<file path="src/rtl/lab3_mem_refill_port_arbiter_if.sv">
// Bundle of the two cache memreq/memresp ports, the shared memory port and busy.
// master: the arbiter's view. slave: the caches and memory around it.
interface lab3_mem_refill_port_arbiter_if #(
    parameter int p_req_nbits  = 175,
    parameter int p_resp_nbits = 145
);
    logic                    req0_val;
    logic                    req0_rdy;
    logic [p_req_nbits-1:0]  req0_msg;
    logic                    resp0_val;
    logic                    resp0_rdy;
    logic [p_resp_nbits-1:0] resp0_msg;

    logic                    req1_val;
    logic                    req1_rdy;
    logic [p_req_nbits-1:0]  req1_msg;
    logic                    resp1_val;
    logic                    resp1_rdy;
    logic [p_resp_nbits-1:0] resp1_msg;

    logic                    memreq_val;
    logic                    memreq_rdy;
    logic [p_req_nbits-1:0]  memreq_msg;
    logic                    memresp_val;
    logic                    memresp_rdy;
    logic [p_resp_nbits-1:0] memresp_msg;

    logic                    busy;

    modport master (
        input  req0_val, req0_msg, resp0_rdy,
        input  req1_val, req1_msg, resp1_rdy,
        input  memreq_rdy, memresp_val, memresp_msg,
        output req0_rdy, resp0_val, resp0_msg,
        output req1_rdy, resp1_val, resp1_msg,
        output memreq_val, memreq_msg, memresp_rdy,
        output busy
    );

    modport slave (
        output req0_val, req0_msg, resp0_rdy,
        output req1_val, req1_msg, resp1_rdy,
        output memreq_rdy, memresp_val, memresp_msg,
        input  req0_rdy, resp0_val, resp0_msg,
        input  req1_rdy, resp1_val, resp1_msg,
        input  memreq_val, memreq_msg, memresp_rdy,
        input  busy
    );
endinterface

</file>
<file path="src/rtl/lab3_mem_refill_port_arbiter.sv">
// Shares one memory port between the instruction cache (requester 0) and the
// data cache (requester 1). One transaction in flight, round-robin on contention,
// the single response is routed back to whoever issued the request.
module lab3_mem_refill_port_arbiter #(
    parameter int p_req_nbits  = 175,
    parameter int p_resp_nbits = 145
) (
    input  logic clk,
    input  logic reset,
    lab3_mem_refill_port_arbiter_if.master bus
);

    // state | meaning
    // IDLE  | no transaction, arbitrating between the two caches
    // SEND  | presenting req_reg to memory until it is accepted
    // WAIT  | memresp_rdy high, waiting for the single response
    // RESP  | presenting resp_reg to the owner until it is accepted
    typedef enum logic [1:0] {
        IDLE = 2'd0,
        SEND = 2'd1,
        WAIT = 2'd2,
        RESP = 2'd3
    } state_t;

    state_t                  state;
    logic                    owner;
    logic                    last_grant;
    logic [p_req_nbits-1:0]  req_reg;
    logic [p_resp_nbits-1:0] resp_reg;

    logic in_idle;
    logic in_send;
    logic in_wait;
    logic in_resp;
    logic any_req;
    logic grant;
    logic req_fire;
    logic resp_fire;

    // State decode; every handshake output is held low while reset is asserted.
    always_comb begin
        in_idle = 1'b0;
        in_send = 1'b0;
        in_wait = 1'b0;
        in_resp = 1'b0;
        if (reset) begin
            case (state)
                IDLE:    in_idle = 1'b1;
                SEND:    in_send = 1'b1;
                WAIT:    in_wait = 1'b1;
                RESP:    in_resp = 1'b1;
                default: ;
            endcase
        end
    end

    // Round-robin pick: a lone requester wins, on contention the one not served last.
    always_comb begin
        any_req   = bus.req0_val | bus.req1_val;
        grant     = (bus.req0_val & bus.req1_val) ? ~last_grant : bus.req1_val;
        req_fire  = in_idle & any_req;
        resp_fire = in_resp & (owner ? bus.resp1_rdy : bus.resp0_rdy);
    end

    assign bus.req0_rdy    = req_fire & ~grant;
    assign bus.req1_rdy    = req_fire & grant;
    assign bus.memreq_val  = in_send;
    assign bus.memreq_msg  = req_reg;
    assign bus.memresp_rdy = in_wait;
    assign bus.resp0_val   = in_resp & ~owner;
    assign bus.resp1_val   = in_resp & owner;
    assign bus.resp0_msg   = resp_reg;
    assign bus.resp1_msg   = resp_reg;
    assign bus.busy        = in_send | in_wait | in_resp;

    // Transaction sequencing and fairness bookkeeping.
    always_ff @(posedge clk) begin
        if (!reset) begin
            state      <= IDLE;
            owner      <= 1'b0;
            last_grant <= 1'b1;
        end else begin
            case (state)
                IDLE: begin
                    if (req_fire) begin
                        owner      <= grant;
                        last_grant <= grant;
                        state      <= SEND;
                    end
                end
                SEND: begin
                    if (bus.memreq_rdy) state <= WAIT;
                end
                WAIT: begin
                    if (bus.memresp_val) state <= RESP;
                end
                RESP: begin
                    if (resp_fire) state <= IDLE;
                end
                default: state <= IDLE;
            endcase
        end
    end

    // Message holding registers; contents are meaningless outside their state.
    always_ff @(posedge clk) begin
        if (req_fire) req_reg <= grant ? bus.req1_msg : bus.req0_msg;
        if (in_wait && bus.memresp_val) resp_reg <= bus.memresp_msg;
    end

    // Memory may only answer while a response is being waited for.
    memresp_only_in_wait: assert property (
        @(posedge clk) disable iff (!reset) bus.memresp_val |-> (state == WAIT)
    );

endmodule

</file>
<file path="src/flat_wrapper.sv">
// flat-port wrapper written by rule: the top's interface ports become plain ports
module lab3_mem_refill_port_arbiter_flat 
#(
    parameter int p_req_nbits  = 175,
    parameter int p_resp_nbits = 145
)
  (clk, reset, bus_req0_val, bus_req0_msg, bus_resp0_rdy, bus_req1_val, bus_req1_msg, bus_resp1_rdy, bus_memreq_rdy, bus_memresp_val, bus_memresp_msg, bus_req0_rdy, bus_resp0_val, bus_resp0_msg, bus_req1_rdy, bus_resp1_val, bus_resp1_msg, bus_memreq_val, bus_memreq_msg, bus_memresp_rdy, bus_busy);
  lab3_mem_refill_port_arbiter_if #(.p_req_nbits(p_req_nbits), .p_resp_nbits(p_resp_nbits)) bus_i ();
  input  logic clk;
  input  logic reset;
  input wire logic [$bits(bus_i.req0_val)-1:0] bus_req0_val;
  input wire logic [$bits(bus_i.req0_msg)-1:0] bus_req0_msg;
  input wire logic [$bits(bus_i.resp0_rdy)-1:0] bus_resp0_rdy;
  input wire logic [$bits(bus_i.req1_val)-1:0] bus_req1_val;
  input wire logic [$bits(bus_i.req1_msg)-1:0] bus_req1_msg;
  input wire logic [$bits(bus_i.resp1_rdy)-1:0] bus_resp1_rdy;
  input wire logic [$bits(bus_i.memreq_rdy)-1:0] bus_memreq_rdy;
  input wire logic [$bits(bus_i.memresp_val)-1:0] bus_memresp_val;
  input wire logic [$bits(bus_i.memresp_msg)-1:0] bus_memresp_msg;
  output wire logic [$bits(bus_i.req0_rdy)-1:0] bus_req0_rdy;
  output wire logic [$bits(bus_i.resp0_val)-1:0] bus_resp0_val;
  output wire logic [$bits(bus_i.resp0_msg)-1:0] bus_resp0_msg;
  output wire logic [$bits(bus_i.req1_rdy)-1:0] bus_req1_rdy;
  output wire logic [$bits(bus_i.resp1_val)-1:0] bus_resp1_val;
  output wire logic [$bits(bus_i.resp1_msg)-1:0] bus_resp1_msg;
  output wire logic [$bits(bus_i.memreq_val)-1:0] bus_memreq_val;
  output wire logic [$bits(bus_i.memreq_msg)-1:0] bus_memreq_msg;
  output wire logic [$bits(bus_i.memresp_rdy)-1:0] bus_memresp_rdy;
  output wire logic [$bits(bus_i.busy)-1:0] bus_busy;
  assign bus_i.req0_val = bus_req0_val;
  assign bus_i.req0_msg = bus_req0_msg;
  assign bus_i.resp0_rdy = bus_resp0_rdy;
  assign bus_i.req1_val = bus_req1_val;
  assign bus_i.req1_msg = bus_req1_msg;
  assign bus_i.resp1_rdy = bus_resp1_rdy;
  assign bus_i.memreq_rdy = bus_memreq_rdy;
  assign bus_i.memresp_val = bus_memresp_val;
  assign bus_i.memresp_msg = bus_memresp_msg;
  assign bus_req0_rdy = bus_i.req0_rdy;
  assign bus_resp0_val = bus_i.resp0_val;
  assign bus_resp0_msg = bus_i.resp0_msg;
  assign bus_req1_rdy = bus_i.req1_rdy;
  assign bus_resp1_val = bus_i.resp1_val;
  assign bus_resp1_msg = bus_i.resp1_msg;
  assign bus_memreq_val = bus_i.memreq_val;
  assign bus_memreq_msg = bus_i.memreq_msg;
  assign bus_memresp_rdy = bus_i.memresp_rdy;
  assign bus_busy = bus_i.busy;
  lab3_mem_refill_port_arbiter #(.p_req_nbits(p_req_nbits), .p_resp_nbits(p_resp_nbits)) u_core (.clk(clk), .reset(reset), .bus(bus_i));
endmodule
</file>
<file path="config.mk">
export PLATFORM = sky130hd
export DESIGN_NAME = lab3_mem_refill_port_arbiter_flat
export DESIGN_NICKNAME = d
export VERILOG_FILES = /design/src/rtl/lab3_mem_refill_port_arbiter_if.sv /design/src/rtl/lab3_mem_refill_port_arbiter.sv /design/src/flat_wrapper.sv
export SDC_FILE = /design/constraint.sdc
export NUM_CORES = 1
export LEC_CHECK = 0
export ABC_AREA = 1
export CORE_AREA = 10 10 370 372
export DETAILED_ROUTE_END_ITERATION = 10
export DIE_AREA = 0 0 380 382
export SLEW_MARGIN = 30
export SYNTH_ARGS = -nofsm -noshare
export SYNTH_HDL_FRONTEND = slang
export SYNTH_SLANG_ARGS = --single-unit
</file>
<file path="constraint.sdc">
create_clock -name clk -period 26.9 [get_ports clk]
set_input_delay 5.38 -clock clk [delete_from_list [all_inputs] [get_ports clk]]
set_output_delay 5.38 -clock clk [all_outputs]
set_load 0.1 [all_outputs]
</file>
==> results of run 1 <==
[Yosys cell counts, types with 2 or more instances]
| cell type | instances | share of area (%) |
|---|---|---|
| buf_2 | 19 | 0.72 |
| buf_4 | 163 | 9.2 |
| dfxtp_1 | 4 | 0.60 |
| edfxtp_1 | 320 | 72 |
| ha_1 | 4 | 0.38 |
| inv_1 | 16 | 0.45 |
| inv_2 | 2 | 0.057 |
| nand2_1 | 540 | 15 |
| nand2_2 | 2 | 0.094 |
| nand3_1 | 6 | 0.23 |
| nor2_1 | 10 | 0.28 |
[critical path: cells and delay by family]
kind / cells / cell delay (ns)
and+or+nand+nor: 3 / 0.50
buffers and inverters: 3 / 2.17
[sequential cells by signal, indices dropped and copies added (netlist names)]
signal and flops:
u_core.bus.memreq_msg 175, u_core.bus.resp0_msg 145, u_core.last_grant 1, u_core.owner 1, u_core.state 2
[power groups by stage]
stage	Combinational, mW	Sequential [mW]	Clock [mW]
5_1_grt	0.851	0.677	0.591
6_report	0.824	0.672	0.552
3_5_place_dp	0.834	0.682	0
2_1_floorplan	0.199	1.07	0
3_3_place_gp	0.835	0.682	0
4_1_cts	0.836	0.673	0.575
[layout make-up]
| cell class | instances | area, um2 | area share [%] |
|---|---|---|---|
| flip-flops and latches | 324 | 9690 | 38.7 |
| repair buffers | 983 | 9540 | 38.1 |
| multi-input cells | 566 | 2210 | 8.81 |
| well taps | 1742 | 2180 | 8.71 |
| clock buffers | 49 | 1060 | 4.22 |
| clock inverters | 24 | 248 | 0.990 |
| inverters | 18 | 82.6 | 0.330 |
| diodes | 12 | 30.0 | 0.120 |
[path summary, 6_finish.rpt]
path,end,slack [ns],cells past startpoint
worst min register to register,u_core.state[1],0.52,2
worst max register to register,u_core.bus.memreq_msg[51],23.92,7
worst min-delay path,u_core.state[1],0.52,2
worst max-delay path,bus_req1_rdy,13.39,6
[metrics by stage]
step / setup slack [ns] / hold slack [ns] / util [%] / cells
floorplan: 14.51 / 0.444 / - / 1092
finish: 13.39 / 0.521 / 19.4 / 3718
global route: 13.27 / 0.543 / 19.4 / 3707
CTS: 13.35 / 0.524 / 19.4 / 3706
global placement: 13.33 / 0.513 / 18.5 / 3632
detailed placement: 13.35 / 0.515 / 18.4 / 3633
[per-layer routing]
metal  part of all wire (%)  up-vias
met5                   0.57        -
met4                    1.8       80
met3                     14      227
met2                     47      750
met1                     37     5511
li1                       -     5149
[cells by family (layout without fill, tap and decap cells)]
logic type / Yosys count / count (layout) / synth area share (%)
compound gates: 2 / 2 / 0.0753
flops: 324 / 324 / 73.0
buf+inv: 202 / 1074 / 10.6
fa+ha+maj: 4 / 4 / 0.377
other cells: 0 / 12 / 0
simple gates: 560 / 560 / 16.0
==> results.yml, run 1 <==
floorplan:
  core.rowCount: 132
  core_area_mm2: 0.129
  die_w_um: 380
  start_util_pct: 10.3
  die_h_um: 382
  io_pins: 975
  die_area_mm2: 0.145
final_layout:
  fin_area_mm2: 0.0250
  layout_common_cells: "clkdlybuf4s50_1, nand2_1, edfxtp_1"
  final_common_cell: "clkdlybuf4s50_1"
  drive_gt1_share_pct: 7.48
  syn2layout_area_growth_pct: 88.6
  n_fill_cell: 14183
  nNetsFinal: 2441
timing:
  slew-limit-headroom_pct: 29.9
  drv_slew: 0
  finalHoldViolations: 0
  timing.final.crit_period_ns: 13.51
  skew_ns: 0.0115
  fmax_mhz: 74.0
  setup_tns_ns: 0
  grt_setup_unrepaired: "no"
  worst_pin_slew_ns: 1.05
  setup_violations: 0
  post-route-period-util_pct: 50.2
setup_path:
  crit_path_frequent_cell: "clkdlybuf4s50_1"
  slowest_stage: "clkdlybuf4s50_1"
  critPathLaunchType: "primary input"
  rr_startpoint: "u_core.last_grant"
  worstPathRequired_ns: 21.52
  path_cells: "clkdlybuf4s50_1 > nand2_1 > nand2_8 > buf_4 > nor2_1 > clkdlybuf4s50_1"
  crit_path_start: "bus_req0_val"
  cp_max_fo: 69
  arrival_ns: 8.13
  critical_path_class: "primary input to primary output"
  max_stage_delay_ns: 1.01
  cp-end-kind: "primary output"
place:
  dp_hpwl_mm: 85.2
  io_buffers: 974
  gp_congestion: 0.868
  dpl_cell_area_mm2: 0.0238
detailed_routing:
  drt-total-wl_mm: 99.4
  initialDrtViolationCount: 768
  drc: 0
  postRouteAntennaNets: 0
  drt_pass1_iterations: 5
  wl_per_cell_um: 26.7
  num_vias: 11717
  vias_per_cell: 3.15
synth:
  synth_nets: 1599
  yosysWarningCount: 0
  synthFlopType: "edfxtp_1"
  synth_edf_count: 320
  syn_inst: 1092
  async_reset_ff_share_pct: 0
  synth_cell_types: 17
  syn-mean-instance-area_um2: 12.2
  ys_seq_area_share_pct: 73.0
  synthesis.area_mm2: 0.0133
  synth_seq_cells: 324
pwr:
  vdd_drop_max_mv: 0.0470
  switching_share_pct: 44.7
  power.leakage_nw: 9.25
  intPower_mw: 1.13
  power.total_mw: 2.05
  power_density_mw_per_mm2: 81.8
  pwr-share-seq_pct: 32.8
  pwr-share-comb_pct: 40.2
  switchingPower_mw: 0.916
  power.clock.fraction_pct: 27.0
clock_tree:
  htree_levels: 2
  cts_buffer_depth: 3
  cts_tree: "built"
  clk_pin_slew_worst_paths_ns: 0.06
  ctsResizeCount: 0
  cts_buffers: 41
  cts_post_setup_buffers_inserted: 0
  cts-root-buf: "clkbuf_16"
  cts.sinks: 324
  insertion_delay_ns: 0.60
  cts_hold_buf: 0
global_route:
  grt_pass1_vias: 11623
  grt_start_max_net_pins: 84
  track_usage_pct: 12.9
  grt_use_met2_pct: 21.6
  antenna_found_initial: 122
  grt_busiest_layer: "met2"
  grt_overflow: 0
  use_met1_pct: 14.8
  grt_pass1_wl_mm: 124
  grt_util_met3_pct: 6.69
outcome:
  outcome: "finished, final reports clean"
min_path:
  min_path_type: "flop to flop"
  hp-start: "u_core.state[1]"
run:
  cap_violations: 0
Power figures use the tool's default switching activity.
==> inputs of run 2 (changes only) <==
- clock period: 26.9 -> 12.2 ns (I/O delays scaled with it)
==> run 2 against run 1 <==
Compared with the run above:
- sequential share of layout area down 0.13 points
- combinational power is 120% higher
- final area is 0.35% higher
- total power up 120%
- core utilization increased by 0.068 points
- register-to-register slack worse by 15 ns
- routed wire length is 0.19% lower
==> results.yml, run 2 (synthesis gave the netlist of run 1 again) <==
outcome:
  outcome: "finished, final reports clean"
timing:
  setup_violations: 0
  post-route-period-util_pct: 62.4
  drv_slew: 0
  grt_setup_unrepaired: "no"
  timing.final.crit_period_ns: 7.62
  finalHoldViolations: 0
  fmax_mhz: 131
  skew_ns: 0.0250
  slew-limit-headroom_pct: 29.9
  setup_tns_ns: 0
  worst_pin_slew_ns: 1.05
global_route:
  grt_pass1_vias: 11781
  grt_start_max_net_pins: 83
  track_usage_pct: 12.9
  grt_pass1_wl_mm: 126
  grt_overflow: 0
  antenna_found_initial: 112
final_layout:
  n_fill_cell: 14201
  largest_reg_flops: 175
  final_common_cell: "clkdlybuf4s50_1"
  nNetsFinal: 2441
  ff_latch_area_mm2: 0.00969
  multi_input_area_mm2: 0.00221
  final_util_pct: 19.4
  layout_common_cells: "clkdlybuf4s50_1, nand2_1, edfxtp_1"
  drive_gt1_share_pct: 7.69
  syn2layout_area_growth_pct: 89.2
clock_tree:
  cts-root-buf: "clkbuf_16"
  cts_buffers: 41
  cts.sinks: 324
  cts_tree: "built"
  htree_levels: 2
  insertion_delay_ns: 0.61
  cts_buffer_depth: 3
  clk_pin_slew_worst_paths_ns: 0.06
  cts_hold_buf: 0
  ctsResizeCount: 0
  cts_post_setup_buffers_inserted: 0
place:
  gp_congestion: 0.881
  dp_hpwl_mm: 85.2
  io_buffers: 974
detailed_routing:
  initialDrtViolationCount: 907
  num_vias: 11732
  postRouteAntennaNets: 0
  wl_per_cell_um: 26.7
  drt_pass1_iterations: 5
  drt-total-wl_mm: 99.2
  vias_per_cell: 3.16
  drc: 0
floorplan:
  core.rowCount: 132
  die_area_mm2: 0.145
  core_area_mm2: 0.129
  die_h_um: 382
  io_pins: 975
  die_w_um: 380
  start_util_pct: 10.3
pwr:
  vdd_drop_max_mv: 0.109
  power.leakage_nw: 9.29
  power_density_mw_per_mm2: 183
setup_path:
  worstPathRequired_ns: 9.76
  cp-end-kind: "primary output"
  critPathLaunchType: "primary input"
  arrival_ns: 5.18
  critical_path_class: "primary input to primary output"
  cp_max_fo: 68
run:
  cap_violations: 0
min_path:
  min_path_type: "flop to flop"
==> run 2: final timing paths <==
check	start	endpoint	slack, ns	depth (start not counted)
worst max-delay path	bus_req0_val	bus_req1_rdy	4.58	6
worst min-delay path	u_core.owner	u_core.owner	0.52	2
worst max register to register	u_core.last_grant	u_core.bus.memreq_msg[29]	9.28	7
worst min register to register	u_core.owner	u_core.owner	0.52	2
==> run 2: cell type report <==
class / count / area share [%]
sequential: 324 / 38.6
timing repair buffer: 983 / 38.0
multi-input combinational: 566 / 8.78
tap: 1742 / 8.68
clock buffer: 45 / 4.14
clock inverter: 28 / 1.44
inverter: 18 / 0.329
antenna: 9 / 0.0897
==> run 2: power breakdown <==
part	switching (mW)	internal, mW
Sequential	0.0595	1.42
Combinational	1.41	0.401
Clock	0.541	0.754
==> run 2: through the flow <==
stage	power [mW]	hold slack [ns]	cell area [um2]	setup slack, ns	instances
final	4.59	0.518	25100	4.58	3715
after global routing	4.75	0.539	25100	4.48	3706
after CTS	4.67	0.517	25200	4.54	3705
after detailed placement	3.34	0.509	23800	4.54	3632
after global placement	3.34	0.509	23900	4.50	3632
after floorplan	2.80	0.444	13300	2.90	1092
==> run 2: worst max-delay path, cell delays in order <==
cell and delay [ns]:
clkdlybuf4s50_1 0.48, nand2_1 0.13, nand2_8 0.23, buf_4 0.66
nor2_1 0.13, clkdlybuf4s50_1 1.01
==> run 2: routing by layer <==
layer	vias up	routed length, um	global-route usage, %
met5	-	481	0
met1	5540	38200	15.2
li1	5145	-	-
met3	227	12000	6.33
met2	748	46400	21.5
met4	72	2100	2.15
